<file path="src/rtl/conv_pkg.sv">
// -----------------------------------------------------------------------------
// conv_pkg
// Shared definitions for the conv2 stage: pixel/window types, kernel geometry
// and the default conv2 input feature-map dimensions.
// -----------------------------------------------------------------------------
package conv_pkg;

    // 3x3 kernel geometry
    localparam int KERNEL_SIZE = 3;
    localparam int KERNEL_TAPS = KERNEL_SIZE * KERNEL_SIZE;

    // Default conv2 input map dimensions (pool1 output)
    localparam int CONV2_IMG_W = 13;
    localparam int CONV2_IMG_H = 13;

    // IEEE-754 single, carried as opaque bits
    typedef logic [31:0] float32_t;

    // One 3x3 window, index 0 = top-left, 8 = bottom-right
    typedef float32_t [0:KERNEL_TAPS-1] window_t;

endpackage : conv_pkg

</file>
<file path="src/rtl/conv2_line_buffer.sv">
// -----------------------------------------------------------------------------
// conv2_line_buffer
// DEPTH-entry, WIDTH-bit memory with read-before-write at a single address:
// rd_data shows the stored word at addr combinationally, and when wr_en is
// high the new word replaces it on the rising edge of clk.
// Contents are deliberately not reset; the consumer masks stale entries.
//
// Ports:
//   clk      clock
//   wr_en    write enable
//   addr     read/write address (0..DEPTH-1)
//   wr_data  word to store at addr
//   rd_data  word currently stored at addr (pre-write value)
// -----------------------------------------------------------------------------
module conv2_line_buffer #(
    parameter int DEPTH  = 13,
    parameter int WIDTH  = 64,
    parameter int ADDR_W = (DEPTH > 1) ? $clog2(DEPTH) : 1
) (
    input  logic              clk,
    input  logic              wr_en,
    input  logic [ADDR_W-1:0] addr,
    input  logic [WIDTH-1:0]  wr_data,
    output logic [WIDTH-1:0]  rd_data
);

    logic [WIDTH-1:0] mem_r [0:DEPTH-1];

    // Asynchronous read gives the old word in the same cycle as the write.
    assign rd_data = mem_r[addr];

    // Storage write port; no reset so it maps onto plain memory.
    always_ff @(posedge clk) begin
        if (wr_en) begin
            mem_r[addr] <= wr_data;
        end
    end

endmodule : conv2_line_buffer

</file>
<file path="src/rtl/conv2_window_gen.sv">
// -----------------------------------------------------------------------------
// conv2_window_gen
// Turns a row-major pixel stream of one channel into every 3x3 window
// (stride 1, no padding) for the conv2 filter bank.
//
// Ports:
//   clk         clock
//   rst_n       asynchronous active-low reset
//   pix_valid   pix_data is valid this cycle (always accepted)
//   pix_data    current pixel
//   win_valid   one-cycle strobe: win_data holds a complete window
//   win_data    [0..2]=row r-2, [3..5]=row r-1, [6..8]=row r, left to right
//   win_row     output-map row of the window
//   win_col     output-map column of the window
//   frame_done  one-cycle strobe with the last window of a frame
// -----------------------------------------------------------------------------
module conv2_window_gen
    import conv_pkg::*;
#(
    parameter int IMG_W  = CONV2_IMG_W,
    parameter int IMG_H  = CONV2_IMG_H,
    parameter int DATA_W = 32,
    parameter int COL_W  = $clog2(IMG_W),
    parameter int ROW_W  = $clog2(IMG_H)
) (
    input  logic                                clk,
    input  logic                                rst_n,
    input  logic                                pix_valid,
    input  logic [DATA_W-1:0]                   pix_data,
    output logic                                win_valid,
    output logic [0:KERNEL_TAPS-1][DATA_W-1:0]  win_data,
    output logic [ROW_W-1:0]                    win_row,
    output logic [COL_W-1:0]                    win_col,
    output logic                                frame_done
);

    localparam logic [COL_W-1:0] COL_LAST  = COL_W'(IMG_W - 1);
    localparam logic [ROW_W-1:0] ROW_LAST  = ROW_W'(IMG_H - 1);
    localparam logic [COL_W-1:0] COL_FIRST = COL_W'(KERNEL_SIZE - 1);
    localparam logic [ROW_W-1:0] ROW_FIRST = ROW_W'(KERNEL_SIZE - 1);

    logic [COL_W-1:0]                   col_r;
    logic [ROW_W-1:0]                   row_r;
    logic [COL_W-1:0]                   col_next_s;
    logic [ROW_W-1:0]                   row_next_s;
    logic [0:KERNEL_TAPS-1][DATA_W-1:0] win_shift_r;
    logic [0:KERNEL_TAPS-1][DATA_W-1:0] win_next_s;
    logic [2*DATA_W-1:0]                lb_rd_s;
    logic [2*DATA_W-1:0]                lb_wr_s;
    logic [DATA_W-1:0]                  lb1_s;
    logic [DATA_W-1:0]                  lb2_s;
    logic                               fire_s;
    logic                               last_pix_s;

    // Both line buffers share one memory: upper half is lb2 (row r-2),
    // lower half is lb1 (row r-1). A write ages lb1 into lb2 and stores the
    // new pixel into lb1 at the same column.
    assign lb2_s   = lb_rd_s[2*DATA_W-1:DATA_W];
    assign lb1_s   = lb_rd_s[DATA_W-1:0];
    assign lb_wr_s = {lb1_s, pix_data};

    conv2_line_buffer #(
        .DEPTH  (IMG_W),
        .WIDTH  (2 * DATA_W),
        .ADDR_W (COL_W)
    ) u_line_buffer (
        .clk     (clk),
        .wr_en   (pix_valid),
        .addr    (col_r),
        .wr_data (lb_wr_s),
        .rd_data (lb_rd_s)
    );

    // Row/column counters advance per accepted pixel and wrap at frame end.
    always_comb begin
        col_next_s = col_r;
        row_next_s = row_r;
        if (pix_valid) begin
            if (col_r == COL_LAST) begin
                col_next_s = '0;
                if (row_r == ROW_LAST) begin
                    row_next_s = '0;
                end else begin
                    row_next_s = row_r + ROW_W'(1);
                end
            end else begin
                col_next_s = col_r + COL_W'(1);
                row_next_s = row_r;
            end
        end else begin
            col_next_s = col_r;
            row_next_s = row_r;
        end
    end

    // Window shift: every row moves left, new right column enters at 2/5/8.
    always_comb begin
        win_next_s    = win_shift_r;
        win_next_s[0] = win_shift_r[1];
        win_next_s[1] = win_shift_r[2];
        win_next_s[2] = lb2_s;
        win_next_s[3] = win_shift_r[4];
        win_next_s[4] = win_shift_r[5];
        win_next_s[5] = lb1_s;
        win_next_s[6] = win_shift_r[7];
        win_next_s[7] = win_shift_r[8];
        win_next_s[8] = pix_data;
    end

    // Rows 0/1 and columns 0/1 hold stale line-buffer or shift-register data,
    // so only pixels at row>=2 and col>=2 complete a real window.
    always_comb begin
        fire_s     = 1'b0;
        last_pix_s = 1'b0;
        if (pix_valid && (row_r >= ROW_FIRST) && (col_r >= COL_FIRST)) begin
            fire_s = 1'b1;
        end else begin
            fire_s = 1'b0;
        end
        if ((row_r == ROW_LAST) && (col_r == COL_LAST)) begin
            last_pix_s = 1'b1;
        end else begin
            last_pix_s = 1'b0;
        end
    end

    // Counter and shift-array state.
    always_ff @(posedge clk or negedge rst_n) begin
        if (!rst_n) begin
            col_r       <= '0;
            row_r       <= '0;
            win_shift_r <= '0;
        end else if (pix_valid) begin
            col_r       <= col_next_s;
            row_r       <= row_next_s;
            win_shift_r <= win_next_s;
        end
    end

    // Registered outputs: window payload is captured only with its strobe.
    always_ff @(posedge clk or negedge rst_n) begin
        if (!rst_n) begin
            win_valid  <= 1'b0;
            frame_done <= 1'b0;
            win_data   <= '0;
            win_row    <= '0;
            win_col    <= '0;
        end else begin
            win_valid  <= fire_s;
            frame_done <= fire_s & last_pix_s;
            if (fire_s) begin
                win_data <= win_next_s;
                win_row  <= row_r - ROW_FIRST;
                win_col  <= col_r - COL_FIRST;
            end
        end
    end

endmodule : conv2_window_gen

</file>
<file path="config.mk">
export PLATFORM = sky130hd
export DESIGN_NAME = conv2_window_gen
export DESIGN_NICKNAME = d
export VERILOG_FILES = /design/src/rtl/conv_pkg.sv /design/src/rtl/conv2_line_buffer.sv /design/src/rtl/conv2_window_gen.sv
export SDC_FILE = /design/constraint.sdc
export NUM_CORES = 1
export LEC_CHECK = 0
export BUFFER_PORTS_ARGS = -buffer_cell sky130_fd_sc_hd__buf_2
export CORE_AREA = 2 2 310 312
export CTS_CLUSTER_DIAMETER = 40
export DETAILED_ROUTE_END_ITERATION = 8
export DIE_AREA = 0 0 312 314
export PLACE_DENSITY = 0.82
export RECOVER_POWER = 100
export SKIP_CTS_REPAIR_TIMING = 1
export SYNTH_ARGS = -nofsm -noshare
export SYNTH_HDL_FRONTEND = slang
export SYNTH_SLANG_ARGS = --single-unit
</file>
<file path="constraint.sdc">
create_clock -name clk -period 6.6 [get_ports clk]
set_input_delay 0.33 -clock clk [delete_from_list [all_inputs] [get_ports clk]]
set_output_delay 0.33 -clock clk [all_outputs]
set_load 0.01 [all_outputs]
</file>
Yosys cells after proc, flatten, opt, wreduce, memory -nomap -nowiden

Memories as Yosys holds them, arrays and structs flattened.
Index checks and enable logic that the tools add are counted.

Latch bits: 0
Memory bits (writable): 832
Register bits after elaboration: 498
Word-level logic and storage cells: 41
Memories: 1
Bits in read-only memories: 0

Bitwise gates (word level): 1
Magnitude comparators: 2
Multipliers: 0
Add/subtract/negate cells: 4
Divide/modulo/power cells: 0
Reductions and logical operators: 4
Shift operators: 0
Eq/ne operators: 2
Muxes and demuxes: 6

Memory list:

| memory              | words | width | read ports | clocked after Yosys merged registers in | wr ports | RTL line                | RTL |
|---|---|---|---|---|---|---|---|
| u_line_buffer.mem_r | 13    | 64    | 1          | 0                                       | 1        | conv2_line_buffer.sv:27 | `logic [WIDTH-1:0] mem_r [0:DEPTH-1];` |

Operators with widths:

| cell                                                              | count |
|---|---|
| adder 4 x 1 -> 4 bit, second input constant                       | 2 |
| == test 4 bit, second input constant                              | 2 |
| greater-or-equal comparator 4 x 2 -> 1 bit, second input constant | 2 |
| 2-to-1 mux 4 bit                                                  | 2 |
| subtractor 4 x 2 -> 4 bit, second input constant                  | 2 |
| 2-to-1 mux 1 bit                                                  | 4 |
| logical AND 1 bit                                                 | 3 |
| AND reduction 2 bit                                               | 1 |
| bitwise AND 1 bit                                                 | 1 |

Longest topological paths before layout

Word-level depth: 5
Gate-level depth with buffers: 12
Mapped depth without buffers: 7

Hierarchy

Synthesis repeated with hierarchy kept, for this count alone.

Cell total of the unflattened synthesis: 2406
Area, all modules: 49850.3 um^2

By module, submodules not included:

| module            | cells each | seq. area each (um^2) | area an instance (um^2) | instances |
|---|---|---|---|---|
| conv2_line_buffer | 1312       | 24984.0               | 31199.9                 | 1 |
| conv2_window_gen  | 1094       | 12462.0               | 18650.4                 | 1 |

Least setup slack after synthesis

Ideal clock, no wire load.

Kind: flip-flop to flip-flop
Start: reg col_r[1]
End: mem u_line_buffer.mem_r[1][0], enable pin
Slack: 0.425 ns
Arrival time: 5.610 ns
Buffers on the path: 3
Clock period less this slack: 6.175 ns
Setup time: 0.565 ns
Cell stages (with the launch flop): 8
Cells stage by stage: dfrtp_1 > buf_6 > buf_6 > clkbuf_1 > inv_1 > ha_1 > nand2_1 > nor3_1

RTL lines:

| element                | RTL line                | RTL |
|---|---|---|
| from (decl)            | conv2_window_gen.sv:42  | `logic [COL_W-1:0] col_r;` |
| from (signal assigned) | conv2_window_gen.sv:134 | `col_r <= col_next_s;` |
| to (decl)              | conv2_line_buffer.sv:27 |  |

Straight into the memory's write port.

Worst setup path after layout

Start: reg col_r[0]
End: mem u_line_buffer.mem_r[11][15], enable pin

Straight into the memory's write port.

==> results.md <==
- Run status: finished, violations left
- Failing checks: capacitance limit, slew limit
- CTS tree: done
- CP arrival: 5.60 ns
- Final Util: 61.8%
- Worst IR Drop VDD: 0.344 mV
- Core area: 0.0944 mm²
- Crit path kind: reg2reg
- Fmax: 191 MHz
- Die area: 0.0980 mm²
- Die width: 312 µm
- Clock Tree Buf Depth: 3
- Tmin final: 5.23 ns
- Total CTS buffers: 148
- First-pass GRT wire length: 185,000 µm
- CP Launch Point: col_r[0]$_DFFE_PN0P_
- Final setup margin: 1.37 ns
- Die Height: 314 µm
- CP Max Fanout: 54
- Largest net degree at the start of global routing: 161
- Final Non-Filler Cells: 4,986
- Total Routed Length: 124,000 µm
- Post-synth ARST share: 37.4%
- Root buffer cell: clkbuf_16
- Yosys warnings: 0
- Layout cells sized above 1: 21.6%
- Initial Utilization: 53.5%
- CP required: 6.97 ns
- Post-synth net total: 3,280
- Library cells used by synthesis: 36
- Clock net sink count: 1,330
- Setup violators final: 0
- RSZ-0062 raised after global routing: no
- PortBufs: 332
- Tot GR Track Use: 25.2%
- Final hold violations: 0
- Final TNS setup: 0 ns
- Max-Cap Viols: 21
- Initial antenna violation count: 3
- Leak pwr: 22.2 nW
- Detailed placement HPWL: 66,700 µm
- #FFs+latches synth: 1,330
- H-tree depth: 4
- Routed wire per std cell: 24.9 µm
- # IOs: 333
- Final period util: 79.2%
- Residual DRC count: 0
- DR iter-0 viols: 3,563
- Critical Path End Type: flip-flop
- NumNets Final: 3,643
- Worst Tran Pin Value: 4.26 ns
- Critical Path Source Type: flip-flop
- GPL Wtd Cong: 0.785
- Seq/Total Area, Yosys: 74.0%
- Worst R2R Start: col_r[0]$_DFFE_PN0P_
- Final Power: 29.2 mW
- P&R area growth vs syn: 15.3%
- DP Worst Slack: 2.53 ns
- Top_reg_cell synth: edfxtp_1
- Hold Path Origin: pix_data[13]
- Hold Crit Class: in2reg
- Vias per cell: 5.88
- Syn avg cell area: 15.6 µm²
- Power Density: 500 mW/mm²
- Skew-Pair Late Insertion Delay: 0.75 ns
- Max Slew Vio Count: 914
- Relative slew margins: -184%
- Clock Pin Slew Worst Setup and Hold Paths: 0.06 ns
- Post-synth EDFFs: 832
- Total congestion overflow: 0
- Rows: 113
- Via count: 29,325
- Post-Syn Area: 0.0506 mm²
- Iteration count of the initial detailed-routing pass: 8
- Gate Count Post-Synth: 3,234
- Vias in the first global route: 29,739
- Placed cell count: 4,690
- Worst Skew: 0.0372 ns
- Post-route ant nets: 0
## critical path, stage by stage, from the launching register on
cell     delay, ns
dfrtp_4       1.07
ha_1          0.27
nand2_1       0.13
nor2_1        2.55
buf_4         0.79
## kinds of logic (layout without fill, tap and decap cells)
family                   count (synthesis)  after routing  synth area share (%)
flip-flops                            1330           1330                  74.0
AND/OR/NAND/NOR                        851            851                  6.67
multiplexers                           576            576                  13.1
AO/OA/AOI/OAI                          270            270                  3.98
buffers and inverters                  190            676                  1.87
adder cells (fa/ha/maj)                 11             11                 0.272
XOR/XNOR                                 6              6                 0.104
other                                    0              1                     0
## registers in the layout, indices dropped and copies added (netlist names)
register / cells
col_r: 4
frame_done: 1
row_r: 4
u_line_buffer.mem_r: 832
win_col: 4
win_data: 288
win_next_s: 192
win_row: 4
win_valid: 1
## layout by cell type (no fill, tap or decap), types with 5 or more instances in the layout
cell type and instances:
a22oi_1 128, inv_6 12, nand3_1 34, clkbuf_1 356
a21oi_1 33, clkinv_2 17, buf_12 9, mux2_2 482
mux2_1 63, ha_1 11, clkinv_1 11, a222oi_1 64
inv_8 5, mux2_4 31, dlygate4sd3_1 22, nor2_1 43
buf_4 18, dfrtp_1 496, clkinv_4 10, o21ai_0 41
nand2_1 724, inv_1 6, edfxtp_1 832, and3_1 35
bufinv_16 19, xnor2_1 5, clkbuf_2 11, clkbuf_16 150
clkbuf_8 14
## through the flow
stage / cell area [µm²] / hold WS (ns)
CTS: 58700 / -0.446
detailed placement: 53500 / 0.349
global placement: 53500 / 0.351
global route: 58300 / 0.226
finish: 58300 / 0.179
floorplan: 50600 / 0.0344
## final cells by class
type	instances	area, µm²
Multi-Input combinational cell	1714	12200
Timing Repair Buffer	396	1860
Fill cell	6754	36100
Clock inverter	88	1170
Sequential cell	1330	37500
Inverter	7	33.8
Tap cell	1265	1580
Antenna cell	1	2.50
Clock buffer	185	4030
## report_power, final
group          total (mW)  switching, mW  internal, mW
registers            12.9           1.26          11.6
logic                7.69           5.08          2.61
clock network        8.57           3.42          5.16
total                29.2           9.76          19.4
## cell usage after synthesis, types with 2 or more instances
| cell | count | area (µm²) |
|---|---|---|
| nor3b_1 | 3 | 22.5 |
| nor3_1 | 3 | 15.0 |
| o21ai_0 | 8 | 40.0 |
| and3_1 | 36 | 225 |
| buf_6 | 17 | 191 |
| inv_1 | 6 | 22.5 |
| nor2_1 | 43 | 161 |
| buf_4 | 2 | 15.0 |
| ha_1 | 11 | 138 |
| xnor2_1 | 5 | 43.8 |
| mux2_4 | 31 | 465 |
| mux2_1 | 61 | 687 |
| nand2_1 | 724 | 2720 |
| a22oi_1 | 128 | 961 |
| a222oi_1 | 64 | 641 |
| buf_1 | 2 | 7.51 |
| dfrtp_1 | 498 | 12500 |
| edfxtp_1 | 832 | 25000 |
| clkbuf_1 | 83 | 312 |
| o21ai_1 | 34 | 170 |
| a21oi_1 | 33 | 165 |
| and3b_1 | 2 | 17.5 |
| nand3_1 | 34 | 170 |
| buf_2 | 79 | 395 |
| mux2_2 | 484 | 5450 |
## worst paths after layout
kind / end / slack (ns) / cells after the start
max in group asynchronous: win_data[5]$_DFFE_PN0P_ / 2.53 / 2
min: win_data[13]$_DFFE_PN0P_ / 0.18 / 3
min in group asynchronous: win_next_s[273]$_DFFE_PN0P_ / 1.67 / 2
max reg2reg: u_line_buffer.mem_r[11][15]$_DFFE_PP_ / 1.37 / 4
min reg2reg: win_data[284]$_DFFE_PN0P_ / 0.46 / 2
max: u_line_buffer.mem_r[11][15]$_DFFE_PP_ / 1.37 / 4
## per-layer routing
metal | part of all wire, % | global-route usage [%] | wire [µm] | vias up
met1 | 39 | 33.2 | 48500 | 14929
met2 | 49 | 40.9 | 60500 | 1519
met4 | 4.1 | 11.1 | 5140 | 0
li1 | - | - | - | 12590
met3 | 8.2 | 5.09 | 10200 | 287
met5 | 0 | 0 | 0 | -
Note: power is estimated with default switching activity, not from simulation.
